[src/rtl/handshake_serializer.sv]
// handshake_serializer: takes one PW-bit word over an upstream Put/Free
// handshake and sends it as PW/SW beats of SW bits over a downstream
// Put/Free handshake. Supports selectable beat order, per-beat stalls,
// back-to-back words without a bubble, and a synchronous flush.
module handshake_serializer #(
    parameter int PW        = 32,
    parameter int SW        = 8,
    parameter bit MSB_FIRST = 1'b1
) (
    input  logic                      clk,
    input  logic                      reset_L,
    input  logic                      in_put,
    output logic                      in_free,
    input  logic [PW-1:0]             in_payload,
    output logic                      out_put,
    input  logic                      out_free,
    output logic [SW-1:0]             out_data,
    output logic                      out_last,
    input  logic                      flush,
    output logic [$clog2(PW/SW)-1:0]  beat_idx
);
    localparam int BEATS = PW / SW;
    localparam int IW    = $clog2(BEATS);
    localparam logic [IW-1:0] LAST_IDX = IW'(BEATS - 1);

    generate
        if (((PW % SW) != 0) || (BEATS < 2)) begin : g_bad_params
            $error("handshake_serializer: PW must be a multiple of SW and PW/SW must be >= 2");
        end
    endgenerate

    typedef enum logic {
        IDLE = 1'b0,
        SEND = 1'b1
    } state_t;

    state_t          state, state_nxt;
    logic [PW-1:0]   shreg, shreg_nxt;
    logic [IW-1:0]   idx_nxt;

    // The beat on the wire always sits at the outgoing end of the shift
    // register, so out_data comes straight from a flop.
    assign out_data = MSB_FIRST ? shreg[PW-1 -: SW] : shreg[SW-1:0];
    assign out_put  = (state == SEND);
    assign out_last = (state == SEND) && (beat_idx == LAST_IDX);

    // Next-state, shift-register and upstream-ready decode.
    always_comb begin
        state_nxt = state;
        shreg_nxt = shreg;
        idx_nxt   = beat_idx;
        in_free   = 1'b0;
        case (state)
            IDLE: begin
                in_free = reset_L && !flush;
                if (in_put && in_free) begin
                    shreg_nxt = in_payload;
                    idx_nxt   = '0;
                    state_nxt = SEND;
                end
            end
            SEND: begin
                // Ready upstream only while the final beat is leaving, so a
                // new word can replace it with no idle cycle in between.
                in_free = reset_L && !flush && out_last && out_free;
                if (out_free) begin
                    if (beat_idx != LAST_IDX) begin
                        if (MSB_FIRST)
                            shreg_nxt = {shreg[PW-SW-1:0], {SW{1'b0}}};
                        else
                            shreg_nxt = {{SW{1'b0}}, shreg[PW-1:SW]};
                        idx_nxt = beat_idx + IW'(1);
                    end else if (in_put && in_free) begin
                        shreg_nxt = in_payload;
                        idx_nxt   = '0;
                    end else begin
                        state_nxt = IDLE;
                        idx_nxt   = '0;
                    end
                end
            end
            default: begin
                state_nxt = IDLE;
                idx_nxt   = '0;
            end
        endcase
        // Flush abandons whatever is in flight; the beat transferring this
        // cycle has already been seen downstream, the rest are dropped.
        if (flush) begin
            state_nxt = IDLE;
            idx_nxt   = '0;
        end
    end

    // State, shift register and beat index registers with synchronous reset.
    always_ff @(posedge clk) begin
        if (!reset_L) begin
            state    <= IDLE;
            shreg    <= '0;
            beat_idx <= '0;
        end else begin
            state    <= state_nxt;
            shreg    <= shreg_nxt;
            beat_idx <= idx_nxt;
        end
    end

endmodule

[config.mk]
export PLATFORM = sky130hd
export DESIGN_NAME = handshake_serializer
export DESIGN_NICKNAME = d
export VERILOG_FILES = /design/src/rtl/handshake_serializer.sv
export SDC_FILE = /design/constraint.sdc
export NUM_CORES = 1
export LEC_CHECK = 0
export CORE_UTILIZATION = 48
export DETAILED_ROUTE_END_ITERATION = 12
export MAX_ROUTING_LAYER = met4
export PLACE_DENSITY_LB_ADDON = 0.2
export SLEW_MARGIN = 5
export SYNTH_ARGS = -nofsm -noshare
export SYNTH_HDL_FRONTEND = slang
export SYNTH_SLANG_ARGS = --single-unit
export TNS_END_PERCENT = 5
[constraint.sdc]
create_clock -name clk -period 2.1 [get_ports clk]
set_clock_uncertainty 0.05 [all_clocks]
set_input_delay 0.21 -clock clk [delete_from_list [all_inputs] [get_ports clk]]
set_output_delay 0.21 -clock clk [all_outputs]
set_load 0.005 [all_outputs]
### After elaboration in Yosys (flattened, before gate mapping)

Index checks and enable logic that the tools add are counted.
Widths: inputs -> output; s select.

| word-level totals | value |
|---|---|
| flip-flop bits (word level) | 35 |
| input bits | 37 |
| output and inout bits | 13 |
| logic and storage cells | 36 |

| cells by class | value |
|---|---|
| add/sub/neg operators | 1 |
| equality and inequality tests | 5 |
| muxes and demuxes | 15 |
| bitwise operators | 2 |
| reduce and logical (&&, ||, !) cells | 10 |

Operators with widths:

| kind | number |
|---|---|
| $mux 32 | 4 |
| $pmux 32 s2 | 1 |
| $logic_and 1x1->1 | 6 |
| $mux 2 | 3 |
| $ne 2x2->1 const B | 3 |
| $mux 1 | 4 |
| $pmux 1 s2 | 2 |
| $pmux 2 s2 | 1 |
| $ne 3x1->1 const B | 1 |
| $reduce_and 3->1 | 1 |
| $add 2x1->2 const B | 1 |
| $eq 2x2->1 const B | 1 |
| $not 1->1 | 2 |
| $reduce_and 2->1 | 1 |
| $reduce_or 2->1 | 1 |
| $logic_not 1->1 | 1 |

### Depth between registers and ports, before layout

Gate-level depths: netlist of run 1.

| depth | value |
|---|---|
| word-level depth | 9 |
| depth in mapped cells | 6 |
| gate-level depth less buffers | 4 |

### Worst setup path before layout of run 1

Ideal clock, no wire load.

| timing path | value |
|---|---|
| path kind | register to register |
| start | reg beat_idx[0] |
| end | reg shreg[10] |
| library setup time | 119 ps |
| arrival time | 1,347 ps |
| data required time | 1,931 ps |
| slack | 585 ps |
| stages on the path, launching flop included | 7 |
| period minus slack after synthesis | 1,515 ps |
| path through | dfxtp_1 -> ha_1 -> nand2b_1 -> buf_6 -> buf_2 -> o21a_1 -> o221a_2 |

| on the way | value |
|---|---|
| cells in the longest elaborated chain, start to end | 7 |
| elaborated cells on any way between the ends | 11 |

RTL lines:

| item | RTL line | RTL |
|---|---|---|
| from (decl) | 20 | `output logic [$clog2(PW/SW)-1:0] beat_idx` |
| from (signal assigned) | 104 | `beat_idx <= idx_nxt;` |
| $eq 2x2->1 | 45 | `assign out_last = (state == SEND) && (beat_idx == LAST_IDX);` |
| $logic_and 1x1->1 | 45 |  |
| $logic_and 1x1->1 (2 in series) | 65 | `in_free = reset_L && !flush && out_last && out_free;` |
| $logic_and 1x1->1 | 73 | `end else if (in_put && in_free) begin` |
| $ne 3x1->1 (no source line) | n/a |  |
| $reduce_and 3->1 (no source line) | n/a |  |
| to (signal assigned) | 103 | `shreg <= shreg_nxt;` |
| to (decl) | 38 | `logic [PW-1:0] shreg, shreg_nxt;` |

Several ways; a longest one is shown, not always the timed one. The select of a mux whose other input is x is not followed.
A chain may end at the register's enable or synchronous reset.

### Worst setup path after layout of run 1

| timing path | value |
|---|---|
| start | reg beat_idx[0] |
| end | out in_free |

| on the way | value |
|---|---|
| cells in the longest elaborated chain, start to end | 5 |

RTL lines:

| item | RTL line | RTL |
|---|---|---|
| $eq 2x2->1 | 45 |  |
| $logic_and 1x1->1 | 45 |  |
| $logic_and 1x1->1 (2 in series) | 65 |  |
| $pmux 1 s2 | 53 | `case (state)` |
| to (decl) | 13 | `output logic in_free,` |

No other way between the ends.

==> results of run 1 <==
## cell type report
type / count / area [um^2]
Multi-Input combinational cell: 124 / 1010
Fill cell: 328 / 1310
Timing Repair Buffer: 59 / 566
Clock buffer: 6 / 72.6
Sequential cell: 35 / 701
Tap cell: 48 / 60.1
## path summary, 6_finish.rpt
path | cells past startpoint | from | slack [ns] | end
max reg2reg | 5 | beat_idx[0]$_SDFFE_PP0P_ | 0.40 | shreg[3]$_SDFFE_PN0P_
max | 4 | beat_idx[0]$_SDFFE_PP0P_ | 0.19 | in_free
min | 2 | beat_idx[0]$_SDFFE_PP0P_ | 0.44 | beat_idx[0]$_SDFFE_PP0P_
min reg2reg | 2 | beat_idx[0]$_SDFFE_PP0P_ | 0.44 | beat_idx[0]$_SDFFE_PP0P_
## report_power, final
part | total, mW | internal, mW | switching [mW]
combinational | 0.281 | 0.173 | 0.109
clock | 0.443 | 0.221 | 0.223
sequential | 0.736 | 0.709 | 0.0267
## logic make-up after synthesis
kind of cell,Yosys count,share of synthesized area
compound gates,85,0.403
flops,35,0.373
simple gates,37,0.123
mux,1,0.00533
buf+inv,27,0.0887
fa+ha+maj,1,0.00667
## per-layer routing
metal,up-vias,GRT usage,routed length [um]
met5,-,-,0
met4,0,0.122,110
met3,12,0.0458,146
met2,34,0.413,2200
met1,740,0.280,1950
li1,768,-,-
## sequential cells by signal, summed over array words and instances, names as in the netlist
name,count
beat_idx,2
out_put,1
shreg,32
## cells in the final DEF, fill, tap and decap left out
cell,instances
a21boi_0,22
a21boi_1,3
a21o_1,1
a21oi_1,1
a21oi_4,1
a32o_1,8
a32oi_1,1
and2_1,1
buf_4,10
clkbuf_1,1
clkbuf_8,5
clkdlybuf4s50_1,49
dfxtp_1,35
ha_2,1
mux2i_1,1
nand2_1,1
nand2b_1,27
nand3b_1,1
nand3b_4,1
nor2_1,5
nor2b_1,1
o21a_1,24
o221a_1,2
o221a_2,22
## worst reg2reg max path, delay by kind of cell (launching register included)
kind,cells,cell delay [ns]
compound gates,2,0.54
flops,1,0.34
fa+ha+maj,1,0.24
simple gates,1,0.22
buf+inv,1,0.21
==> impl_metrics.env, run 1 <==
export IMPL_cp_arrival_ns=1.65
export IMPL_maxCapViolCount=0
export IMPL_worstPathRequired_ns=1.84
export IMPL_syn_cell_area_mm2=0.00188
export IMPL_tightest_slew_ns=0.528
export IMPL_grt_max_degree=28
export IMPL_setup_ws_ns=0.191
export IMPL_synth_common_cells="dfxtp_1, nand2b_1, o21a_1"
export IMPL_p_total_mw=1.46
export IMPL_yosys_area_top_type="dfxtp_1"
export IMPL_worstSetupEndpointType="primary output"
export IMPL_wl_per_cell_um=16.2
export IMPL_synthCells=186
export IMPL_slew_violations=0
export IMPL_powerDensity_mw_per_mm2=606
export IMPL_cts_resized=0
export IMPL_tritoncts="built"
export IMPL_synth_area_leaders="dfxtp_1, o221a_2, o21a_1"
export IMPL_rsz0062_at_grt="no"
export IMPL_htree_levels=2
export IMPL_setup_tns_ns=0
export IMPL_initialDrtViolationCount=88
export IMPL_clock_fmax_ghz=0.524
export IMPL_clk_pin_slew_ns=0.06
export IMPL_die_w_um=64.5
export IMPL_vias=1554
export IMPL_cts_inserted_buffers=5
export IMPL_diodes=0
export IMPL_place_ws_ns=0.157
export IMPL_timing_final_crit_share=0.909
export IMPL_synthMostInstantiatedCell="dfxtp_1"
export IMPL_core_mm2=0.00372
export IMPL_postLayoutCoreUtil=0.649
export IMPL_path_buf_inv=1
export IMPL_routed_wl_mm=4.40
export IMPL_dpl_instance_area_mm2=0.00234
export IMPL_ys_async_sr_fraction=0
export IMPL_portBuffers=49
export IMPL_fin_cells=272
export IMPL_avgViaCountPerCell=5.71
export IMPL_grt_total_usage=0.246
export IMPL_grt_overflow=0
export IMPL_crit_chain="ha_2 > a21boi_1 > nor2_1 > clkdlybuf4s50_1"
export IMPL_crit_slowest_cell="clkdlybuf4s50_1"
export IMPL_ios=50
export IMPL_status="finished clean"
export IMPL_drive_above_1_share=0.179
export IMPL_hold_buffers=0
export IMPL_grt_pass1_wl_mm=7.51
export IMPL_cpPeakStageDelay_ns=0.50
export IMPL_cts_setup_buffers=0
export IMPL_rows=22
export IMPL_synth_top_area_frac=0.373
export IMPL_crit_type="reg2out"
export IMPL_dp_cells=266
export IMPL_hold_violations=0
export IMPL_ant_nets=0
export IMPL_p_leak_nw=0.851
export IMPL_worstPathMaxFanout=5
export IMPL_setup_viol=0
export IMPL_cts_sinks=35
export IMPL_cp_top_family="buffers and inverters"
export IMPL_firstDrtPassIters=4
export IMPL_synth_edf_count=0
export IMPL_grt_pass1_vias=1600
export IMPL_antenna_found_initial=0
export IMPL_drc_errors=0
export IMPL_initial_utilization=0.505
export IMPL_stdcell_area_mm2=0.00241
export IMPL_ir_worst_vdd_mv=0.373
export IMPL_dp_hpwl_mm=3.06
export IMPL_start_kind="flop"
export IMPL_final_nets=263
export IMPL_yosysUniqueCellTypes=24
export IMPL_root_buffer="clkbuf_8"
export IMPL_clock_path_buffers=2
export IMPL_insertion_delay_ns=0.29
export IMPL_syn_nets=224
export IMPL_area_growth_pct=28.5
export IMPL_ys_seq_area_frac=0.373
export IMPL_hold_path_class="reg2reg"
export IMPL_gp_congestion=0.805
export IMPL_fin_crit_ns=1.91
export IMPL_synth_avg_cell_area_um2=10.1
export IMPL_chipHeight_um=64.5
export IMPL_ys_seq_elements=35
export IMPL_yosysWarningCount=0
export IMPL_dieArea_mm2=0.00416
export IMPL_relSlewSlack=0.647
export IMPL_holdWs_ns=0.444
export IMPL_synthFlopType="dfxtp_1"
Note: power is estimated with default switching activity, not from simulation.
==> run 2: changes to the inputs <==
Settings changed: CORE_MARGIN set to 8, MAX_ROUTING_LAYER met4 to unset.
==> run 2 against run 1 <==
  * Maximum frequency decreased by 2.0%
  * Critical path depth unchanged
  * Highest routed layer unchanged
  * Largest power group unchanged
  * Largest cell class unchanged
  * Global-route usage decreased by 9.6 points
  * Via count decreased by 0.19%
==> impl_metrics.env, run 2 (same netlist as run 1, synthesis figures left out) <==
export IMPL_cts_inserted_buffers=5
export IMPL_start_kind="flop"
export IMPL_clock_path_buffers=2
export IMPL_hold_buffers=0
export IMPL_insertion_delay_ns=0.28
export IMPL_tightest_slew_ns=0.552
export IMPL_diodes=0
export IMPL_clock_fmax_ghz=0.513
export IMPL_cp_arrival_ns=1.69
export IMPL_postLayoutCoreUtil=0.661
export IMPL_rsz0062_at_grt="no"
export IMPL_firstDrtPassIters=4
export IMPL_rows=22
export IMPL_clk_pin_slew_ns=0.07
export IMPL_dpl_instance_area_mm2=0.00234
export IMPL_vias=1551
export IMPL_worstPathRequired_ns=1.84
export IMPL_powerDensity_mw_per_mm2=665
export IMPL_core_mm2=0.00372
export IMPL_worstPathMaxFanout=5
export IMPL_timing_final_crit_share=0.928
export IMPL_worstSetupEndpointType="primary output"
export IMPL_grt_pass1_vias=1628
export IMPL_htree_levels=2
export IMPL_relSlewSlack=0.630
export IMPL_status="finished clean"
export IMPL_crit_type="reg2out"
export IMPL_chipHeight_um=78.5
export IMPL_grt_max_degree=29
export IMPL_maxCapViolCount=0
export IMPL_drive_above_1_share=0.190
export IMPL_grt_pass1_wl_mm=7.58
export IMPL_hp_start="shreg[2]$_SDFFE_PN0P_"
export IMPL_holdPathEnd="shreg[2]$_SDFFE_PN0P_"
export IMPL_p_leak_nw=0.875
export IMPL_rrSetupSlack_ns=0.38
export IMPL_wl_per_cell_um=17.1
export IMPL_p_total_mw=1.63
export IMPL_final_cell_mix="clkdlybuf4s50_1, dfxtp_1, nand2b_1"
export IMPL_initialDrtViolationCount=107
export IMPL_antenna_found_initial=0
export IMPL_final_common_cell="clkdlybuf4s50_1"
export IMPL_grt_overflow=0
export IMPL_ant_nets=0
export IMPL_dp_hpwl_mm=3.41
export IMPL_grt_total_usage=0.150
export IMPL_dp_cells=266
export IMPL_holdWs_ns=0.449
export IMPL_final_nets=263
export IMPL_cts_sinks=35
export IMPL_regMostFlops="shreg"
export IMPL_ir_worst_vdd_mv=0.569
export IMPL_hold_path_class="reg2reg"
export IMPL_place_ws_ns=0.161
export IMPL_holdPathStages=1
export IMPL_portBuffers=49
export IMPL_avgViaCountPerCell=5.66
export IMPL_initial_utilization=0.505
export IMPL_fin_cells=274
export IMPL_slew_violations=0
export IMPL_stdcell_area_mm2=0.00246
export IMPL_ios=50
export IMPL_dieArea_mm2=0.00617
export IMPL_setup_tns_ns=0
export IMPL_r2r_cells=5
export IMPL_gp_congestion=0.777
export IMPL_fin_crit_ns=1.95
export IMPL_reg2reg_to="shreg[6]$_SDFFE_PN0P_"
export IMPL_setup_viol=0
export IMPL_largest_register_ffs=32
export IMPL_die_w_um=78.5
export IMPL_root_buffer="clkbuf_8"
export IMPL_reg2reg_from="beat_idx[0]$_SDFFE_PP0P_"
export IMPL_area_growth_pct=30.9
export IMPL_tritoncts="built"
export IMPL_routed_wl_mm=4.69
export IMPL_drc_errors=0
export IMPL_hold_violations=0
export IMPL_setup_ws_ns=0.152
==> run 2: cell types whose count changed in the layout (fill, tap and decap cells not counted) <==
cell       before  now
clkinv_2        0    1
clkbuf_1        1    0
bufinv_16       0    1
clkbuf_8        5    6
==> run 2: worst max-delay path, cell delays in order (launching register included) <==
cell and delay, ns:
dfxtp_1 0.38, ha_2 0.26, a21boi_1 0.13, nor2_1 0.12
clkdlybuf4s50_1 0.52
==> run 2: where the power goes <==
group | leakage, nW | internal [mW] | total, mW | switching [mW]
logic | 0.527 | 0.173 | 0.280 | 0.108
registers | 0.287 | 0.709 | 0.735 | 0.0263
clock network | 0.0612 | 0.384 | 0.618 | 0.234
==> run 2: how the worst max path moves through the flow <==
stage                             startpoint                      to  cells after the start
floorplan           beat_idx[0]$_SDFFE_PP0P_  shreg[10]$_SDFFE_PN0P_                      6
global placement                     reset_L  shreg[29]$_SDFFE_PN0P_                      5
detailed placement                   reset_L   shreg[3]$_SDFFE_PN0P_                      4
global route        beat_idx[0]$_SDFFE_PP0P_                 in_free                      4
CTS                 beat_idx[0]$_SDFFE_PP0P_                 in_free                      4
finish              beat_idx[0]$_SDFFE_PP0P_                 in_free                      4
==> run 2: routing by layer <==
layer,global-route usage,wire length (um),vias up
met2,0.264,2410,41
met5,0,0,-
li1,-,-,768
met4,0.0463,51,0
met3,0.0478,255,4
met1,0.168,1970,738
==> run 2: timing repair <==
action,4_1_cts,5_1_grt
buffers inserted,0,0
resized for setup,1,1
endpoints found under the hold margin,0,0
setup endpoints to repair,1,1
==> run 2: layout make-up <==
| class | count | area [um^2] |
|---|---|---|
| clock buffer | 6 | 82.6 |
| clock inverter | 2 | 35.0 |
| fill | 323 | 1260 |
| multi-input combinational | 124 | 1010 |
| sequential | 35 | 701 |
| tap | 48 | 60.1 |
| timing repair buffer | 59 | 566 |
